--- config.mk ---
export PLATFORM = sky130hd
export DESIGN_NAME = route_compute
export DESIGN_NICKNAME = d
export VERILOG_FILES = /design/src/rtl/route_compute.sv
export SDC_FILE = /design/constraint.sdc
export NUM_CORES = 1
export LEC_CHECK = 0
export CAP_MARGIN = 15
export CORE_MARGIN = 4
export CORE_UTILIZATION = 45
export CTS_CLUSTER_DIAMETER = 40
export CTS_CLUSTER_SIZE = 24
export DETAILED_ROUTE_END_ITERATION = 7
export GPL_TIMING_DRIVEN = 0
export PLACE_DENSITY = 0.79
export SKIP_LAST_GASP = 1
export SYNTH_ARGS = -nofsm -noshare
export SYNTH_HDL_FRONTEND = slang
export SYNTH_SLANG_ARGS = --single-unit
--- constraint.sdc ---
create_clock -name clk -period 1.95 [get_ports clk]
set_input_delay 0.4875 -clock clk [delete_from_list [all_inputs] [get_ports clk]]
set_output_delay 0.4875 -clock clk [all_outputs]
set_load 0.02 [all_outputs]
--- src/rtl/route_compute.sv ---
// Route computation for one router input port: looks up the head flit's
// destination, then tags every flit of that packet with the same direction.
module route_compute #(
    parameter int NODE_ID   = 0,
    parameter int SIZE      = 4,
    parameter int BITS_DIR  = 3,
    parameter int FLIT_W    = 16,
    parameter int PKT_CNT_W = 16
) (
    input  logic                 clk,
    input  logic                 reset,
    input  logic                 in_valid,
    input  logic [FLIT_W-1:0]    in_flit,
    output logic                 in_ready,
    output logic [SIZE-1:0]      table_addr,
    input  logic [BITS_DIR-1:0]  table_data,
    output logic                 out_valid,
    output logic [FLIT_W-1:0]    out_flit,
    output logic [BITS_DIR-1:0]  out_dir,
    input  logic                 out_ready,
    output logic                 err_drop,
    output logic                 err_head,
    output logic [PKT_CNT_W-1:0] pkt_count
);

    // NODE_ID only tags this port instance; it never influences routing.
    if (NODE_ID < 0) begin : g_node_id_negative_unsupported
    end

    typedef enum logic [2:0] {IDLE, LOOKUP, HEAD, BODY, DRAIN} state_t;

    localparam logic [PKT_CNT_W-1:0] CNT_ONE = PKT_CNT_W'(1);

    state_t state, state_nxt;
    logic   in_fire, out_fire, in_head, in_tail;

    assign in_head  = in_flit[FLIT_W-1];
    assign in_tail  = in_flit[FLIT_W-2];
    assign in_ready = (state == IDLE) || ((state == BODY) && (!out_valid || out_ready));
    assign in_fire  = in_valid && in_ready;
    assign out_fire = out_valid && out_ready;

    always_ff @(posedge clk or posedge reset) begin
        if (reset) state <= IDLE;
        else       state <= state_nxt;
    end

    always_comb begin
        state_nxt = state;
        case (state)
            IDLE:    if (in_fire && in_head) state_nxt = LOOKUP;
            LOOKUP:  state_nxt = HEAD;
            HEAD:    if (out_fire) state_nxt = out_flit[FLIT_W-2] ? IDLE : BODY;
            BODY:    if (in_fire && in_tail) state_nxt = DRAIN;
            DRAIN:   if (out_fire) state_nxt = IDLE;
            default: state_nxt = IDLE;
        endcase
    end

    always_ff @(posedge clk or posedge reset) begin
        if (reset) begin
            out_valid  <= 1'b0;
            out_flit   <= '0;
            out_dir    <= '0;
            table_addr <= '0;
            pkt_count  <= '0;
            err_drop   <= 1'b0;
            err_head   <= 1'b0;
        end else begin
            err_drop <= 1'b0;
            err_head <= 1'b0;
            case (state)
                IDLE: begin
                    if (in_fire) begin
                        if (in_head) begin
                            out_flit   <= in_flit;
                            out_valid  <= 1'b0;
                            table_addr <= in_flit[SIZE-1:0];
                        end else begin
                            err_drop <= 1'b1;
                        end
                    end
                end
                LOOKUP: begin
                    out_dir   <= table_data;
                    out_valid <= 1'b1;
                end
                HEAD: begin
                    if (out_fire) begin
                        out_valid <= 1'b0;
                        if (out_flit[FLIT_W-2]) pkt_count <= pkt_count + CNT_ONE;
                    end
                end
                // A stray head inside a packet is flagged but carried as body.
                BODY: begin
                    if (in_fire) begin
                        out_flit  <= in_flit;
                        out_valid <= 1'b1;
                        err_head  <= in_head;
                    end else if (out_fire) begin
                        out_valid <= 1'b0;
                    end
                end
                DRAIN: begin
                    if (out_fire) begin
                        out_valid <= 1'b0;
                        pkt_count <= pkt_count + CNT_ONE;
                    end
                end
                default: out_valid <= 1'b0;
            endcase
        end
    end

endmodule

Word level (Yosys, flattened, before mapping)
Index checks and enable logic that the tools add are counted.
Widths: inputs -> output; s select.
{"block": "totals", "reg_bits": 45, "output_inout_bits": 43, "input_bits": 23, "elab_cells": 62}
{"block": "op_classes", "muxes": 24, "add_sub_neg": 1, "n_reduce_logical": 17, "eq_ne": 12}
{"operator": "$mux 16", "n": 6}
{"operator": "$pmux 16 s2", "n": 2}
{"operator": "$add 16x1->16 const B", "n": 1}
{"operator": "$pmux 3 s5", "n": 1}
{"operator": "$mux 3", "n": 4}
{"operator": "$ne 2x2->1 const B", "n": 6}
{"operator": "$reduce_and 4->1", "n": 3}
{"operator": "$mux 1", "n": 9}
{"operator": "$eq 3x2->1 const B", "n": 2}
{"operator": "$logic_and 1x1->1", "n": 5}
{"operator": "$ne 2x1->1 const B", "n": 2}
{"operator": "$pmux 1 s4", "n": 1}
{"operator": "$reduce_bool 2->1", "n": 2}
{"operator": "$eq 3x1->1 const B", "n": 1}
{"operator": "$eq 3x3->1 const B", "n": 1}
{"operator": "$logic_not 3->1", "n": 1}
{"operator": "$reduce_and 3->1", "n": 1}
{"operator": "$logic_or 1x1->1", "n": 2}
{"operator": "$mux 2", "n": 1}
{"operator": "$reduce_and 2->1", "n": 1}
{"operator": "$reduce_or 2->1", "n": 1}
{"operator": "$logic_not 1->1", "n": 1}

Logic depth before layout (Yosys ltp)
{"block": "logic_depth", "depth_word": 8, "ltp_mapped": 6, "ltp_nobuf": 4}

Worst setup path after synthesis
Ideal clock, no wire load.
{"block": "synth_timing", "path_type": "input to register", "from": "input out_ready", "to": "register out_flit[0]", "path_buffers": 1, "arrival_ns": 1.517, "cell_stages": 5, "setup_slack_ns": 0.308, "required_ns": 1.825, "path_cell_list": "nand2b_1 nand3_1 a21oi_4 buf_4 mux2_2"}
{"block": "synth_via", "elab_chain_len": 6, "elab_cells_between_ends": 7, "cone_classes": "eq/ne: 2; reduce/logical: 5"}
{"item": "start, declared", "line_no": "20", "text": "input logic out_ready,"}
{"item": "$logic_or 1x1->1 *", "line_no": "39", "text": "assign in_ready = (state == IDLE) || ((state == BODY) && (!out_valid || out_ready));"}
{"item": "$logic_and 1x1->1 *", "line_no": "39"}
{"item": "$logic_or 1x1->1 *", "line_no": "39"}
{"item": "$logic_and 1x1->1 *", "line_no": "40", "text": "assign in_fire = in_valid && in_ready;"}
{"item": "$ne 2x2->1 (no source line)"}
{"item": "$reduce_and 4->1 (no source line) *"}
{"item": "end signal, assigned", "line_no": "76", "text": "out_flit <= in_flit;"}
{"item": "end signal, assigned", "line_no": "97", "text": "out_flit <= in_flit;"}
{"item": "end, declared", "line_no": "18", "text": "output logic [FLIT_W-1:0] out_flit,"}
Every way passes the cells marked *; elsewhere a longest branch is shown, timed or not.
A chain may end at the register's enable or synchronous reset.

Worst setup path in the final report
{"block": "layout_timing", "from": "register pkt_count[3]", "to": "output pkt_count[3]"}
{"item": "start, declared", "line_no": "23", "text": "output logic [PKT_CNT_W-1:0] pkt_count"}
{"item": "start signal, assigned", "line_no": "91", "text": "if (out_flit[FLIT_W-2]) pkt_count <= pkt_count + CNT_ONE;"}
{"item": "start signal, assigned", "line_no": "107", "text": "pkt_count <= pkt_count + CNT_ONE;"}
No word-level cell between the ends.

==> impl_results.md <==
* Leakage power at 0.00127 uW
* Top cell family by delay on the critical path: buffers and inverters
* Crit path arrival time at 1.39 ns
* Most frequent cells in the layout: 61 x sky130_fd_sc_hd__clkdlybuf4s50_1, 45 x sky130_fd_sc_hd__dfrtp_1, 24 x sky130_fd_sc_hd__mux2_2, 11 x sky130_fd_sc_hd__xor2_1, 10 x sky130_fd_sc_hd__nand2_1
* Post-CTS Hold Fix Bufs at 0
* Count of nets left with antenna violations after detail routing at 0
* Mean cell area of the mapped netlist at 12.8 sq um
* Initial antenna violation count at 0
* Final-stage net count at 254
* Hold Fails Final Rpt at 0
* # diodes at 0
* Clock tree from TritonCTS: built
* Number of max-cap violations at 0
* Number of buffers on the longest clock path at 2
* Post-Route WL at 4300 um
* Cells after synthesis at 157
* Async set-reset flop share out of synthesis at 1.00
* Post-route insts no fill at 283
* Syn-to-layout area delta at 43.5%
* Count of distinct cell types in the synthesized netlist at 40
* Routed vias at 1,464
* Final setup fails at 0
* Critical path capture point type: primary output
* Mapped Area at 0.00202 sq mm
* Final core area utilization at 0.664
* Floorplan row count at 24
* Share of synthesized area occupied by flip-flops and latches at 0.559
* Type of origin of the critical path: flip-flop
* Port buffer count at 65
* RSZ-0062 raised after global routing: false
* Boundary pin count at 66
* Most frequent standard cell in the layout excluding fill and tap cells: sky130_fd_sc_hd__clkdlybuf4s50_1
* Number of buffer and inverter instances along the worst setup path at 1
* Required arrival time at the worst endpoint at 1.46 ns
* Via density per instance at 5.17
* Post-route clock skew at 0.00987 ns
* Pins Over Slew Limit at 0
* Clock slew at the register clock pins of the worst setup and hold paths at 0.09 ns
* Largest net degree at the start of global routing at 43
* Sequential standard cell area at 0.00113 sq mm
* Pin slew with the least headroom to its limit at 0.493 ns
* Synthesis warning total at 0
* Root buf cell: sky130_fd_sc_hd__clkbuf_8
* Effective utilization at floorplan at 0.463
* Delay of the slowest cell on the worst path at 0.64 ns
* DIE HEIGHT at 74.9 um
* Number of synthesized flops with an enable pin at 0
* Upper clock frequency limit at 0.534 GHz
* Status: complete, no violations
* Die Area at 0.00561 sq mm
* Residual overflow from global routing at 0
* RD Place Congestion at 0.872
* Worst-case setup margin in the final layout at 0.0769 ns
* Worst max-slew margin expressed relative to the limit at 0.669
* Dpl cells at 275
* Level count of the clock H-tree at 2
* Syn Nets at 181
* Die X at 74.9 um
* Classification of the worst setup path: flip-flop to primary output
* Detailed-route wire length per cell at 15.2 um
* Skew-Pair Late Insertion Delay at 0.30 ns
* Hold Crit Class: primary input to async pin
* Peak supply drop at 0.951 mV
* Global routing usage summed across all routing layers at 0.166
* CTS Buf Count at 5
* Ratio of cells with drive above 1 in the final layout at 0.221
* Final standard cell area without fillers at 0.00289 sq mm
* First-pass GRT wire length at 7000 um
* Slowest library cell on the worst path: sky130_fd_sc_hd__clkdlybuf4s50_1
* Core Region at 0.00435 sq mm
* Multi-input combinational cell area at 862 sq um
* Cell breakdown of the critical path: clkdlybuf4s50_1
* Area of placed instances at 0.00275 sq mm
* Iter 0 DRT Violations at 134
* Main flop type after synthesis: sky130_fd_sc_hd__dfrtp_1
* TritonCTS Sinks at 45
* Half-perimeter wire length of the detailed placement result at 3230 um
* Time the final worst path needs with I/O delays and setup at 1.87 ns
* PwrDens at 1400 mW/mm^2
* Vias in the first global route at 1,420
* Drt drc at 0
* Top fanout value on the critical path at 6
* Number of synthesized register bits at 45
* Share of the clock period used by the worst path after layout at 0.961
* Number of fill cells in the layout at 338
* Worst slack at placement at -0.703 ns
* Pre-antenna DRT Iters at 4
[cell families (layout without fill, tap and decap cells)]
group | count (synthesis) | after routing | share of synthesized area
buffers and inverters | 9 | 83 | 0.0230
AND/OR/NAND/NOR | 47 | 47 | 0.132
AO/OA/AOI/OAI | 15 | 15 | 0.0751
adder cells (fa/ha/maj) | 1 | 1 | 0.00621
XOR/XNOR | 15 | 15 | 0.0652
flip-flops | 45 | 45 | 0.559
multiplexers | 25 | 25 | 0.140
[cell type report]
cell class,instances,area share
plain buffers,4,0.0104
clock buffers,5,0.0238
clock inverters,3,0.0160
inverters,5,0.00736
multi-input cells,103,0.298
flip-flops and latches,45,0.389
well taps,52,0.0225
repair buffers,66,0.232
[repair_timing]
action,4_1_cts,5_1_grt
pin swaps,1,1
endpoints found under the setup margin,11,4
gates resized for setup,10,4
buffers inserted,0,0
hold endpoints to repair,0,0
[synthesized netlist by cell type, types with 2 or more instances]
| cell | instances | area [sq um] |
|---|---|---|
| sky130_fd_sc_hd__nand3_1 | 6 | 30.0 |
| sky130_fd_sc_hd__inv_1 | 4 | 15.0 |
| sky130_fd_sc_hd__xnor2_1 | 4 | 35.0 |
| sky130_fd_sc_hd__mux2_2 | 24 | 270 |
| sky130_fd_sc_hd__dfrtp_1 | 45 | 1130 |
| sky130_fd_sc_hd__and3_1 | 2 | 12.5 |
| sky130_fd_sc_hd__nor2_1 | 7 | 26.3 |
| sky130_fd_sc_hd__o2111ai_4 | 2 | 52.6 |
| sky130_fd_sc_hd__nor4_2 | 2 | 25.0 |
| sky130_fd_sc_hd__a21oi_1 | 4 | 20.0 |
| sky130_fd_sc_hd__nor3_1 | 7 | 35.0 |
| sky130_fd_sc_hd__xor2_1 | 11 | 96.3 |
| sky130_fd_sc_hd__nand4_1 | 2 | 12.5 |
| sky130_fd_sc_hd__nand2_1 | 11 | 41.3 |
[flip-flops by register name (all words and copies together), names as in the netlist]
signal,flops
out_flit,16
pkt_count,16
table_addr,4
out_dir,3
state,3
err_drop,1
err_head,1
out_valid,1
[report_power, final]
part           internal [uW]  leakage, uW  switching [uW]
Combinational            968     0.000647             922
Sequential              1240     0.000565             191
Clock                    384    0.0000543             332
[worst paths after layout]
| path | from | depth (start not counted) | slack, ns | endpoint |
|---|---|---|---|---|
| setup / recovery | pkt_count[3] | 1 | 0.08 | pkt_count[3] |
| hold / removal | reset | 2 | 0.37 | pkt_count[8] |
| setup reg to reg | state[1] | 6 | 0.18 | out_flit[14] |
| hold reg to reg | pkt_count[15] | 1 | 0.48 | pkt_count[15] |
| max in group asynchronous | reset | 3 | 1.17 | err_drop |
| min in group clk | pkt_count[15] | 1 | 0.48 | pkt_count[15] |
[worst register-to-register path: stages (launching register included)]
cell                      delay, ns
sky130_fd_sc_hd__dfrtp_1       0.40
sky130_fd_sc_hd__buf_6         0.15
sky130_fd_sc_hd__nor2_1        0.14
sky130_fd_sc_hd__nand2_1       0.11
sky130_fd_sc_hd__a21oi_4       0.26
sky130_fd_sc_hd__buf_4         0.25
sky130_fd_sc_hd__mux2_2        0.36
[per-stage QoR]
stage	TNS (ns)	total power (uW)	hold slack, ns
5_1_grt	0	4270	0.372
3_5_place_dp	-6.62	3320	0.459
2_1_floorplan	0	2490	0.525
4_1_cts	0	4060	0.370
3_3_place_gp	-29.16	3280	0.461
6_report	0	4040	0.371
[per-layer routing]
| metal | vias to the layer above | wire, um | global-route usage | share of wire |
|---|---|---|---|---|
| li1 | 706 | - | - | - |
| met1 | 706 | 1840 | 0.217 | 0.43 |
| met2 | 45 | 2110 | 0.258 | 0.49 |
| met3 | 7 | 274 | 0.0507 | 0.064 |
| met4 | 0 | 73 | 0.0652 | 0.017 |
| met5 | - | 0 | 0 | 0 |
Note: power is estimated with default switching activity, not from simulation.
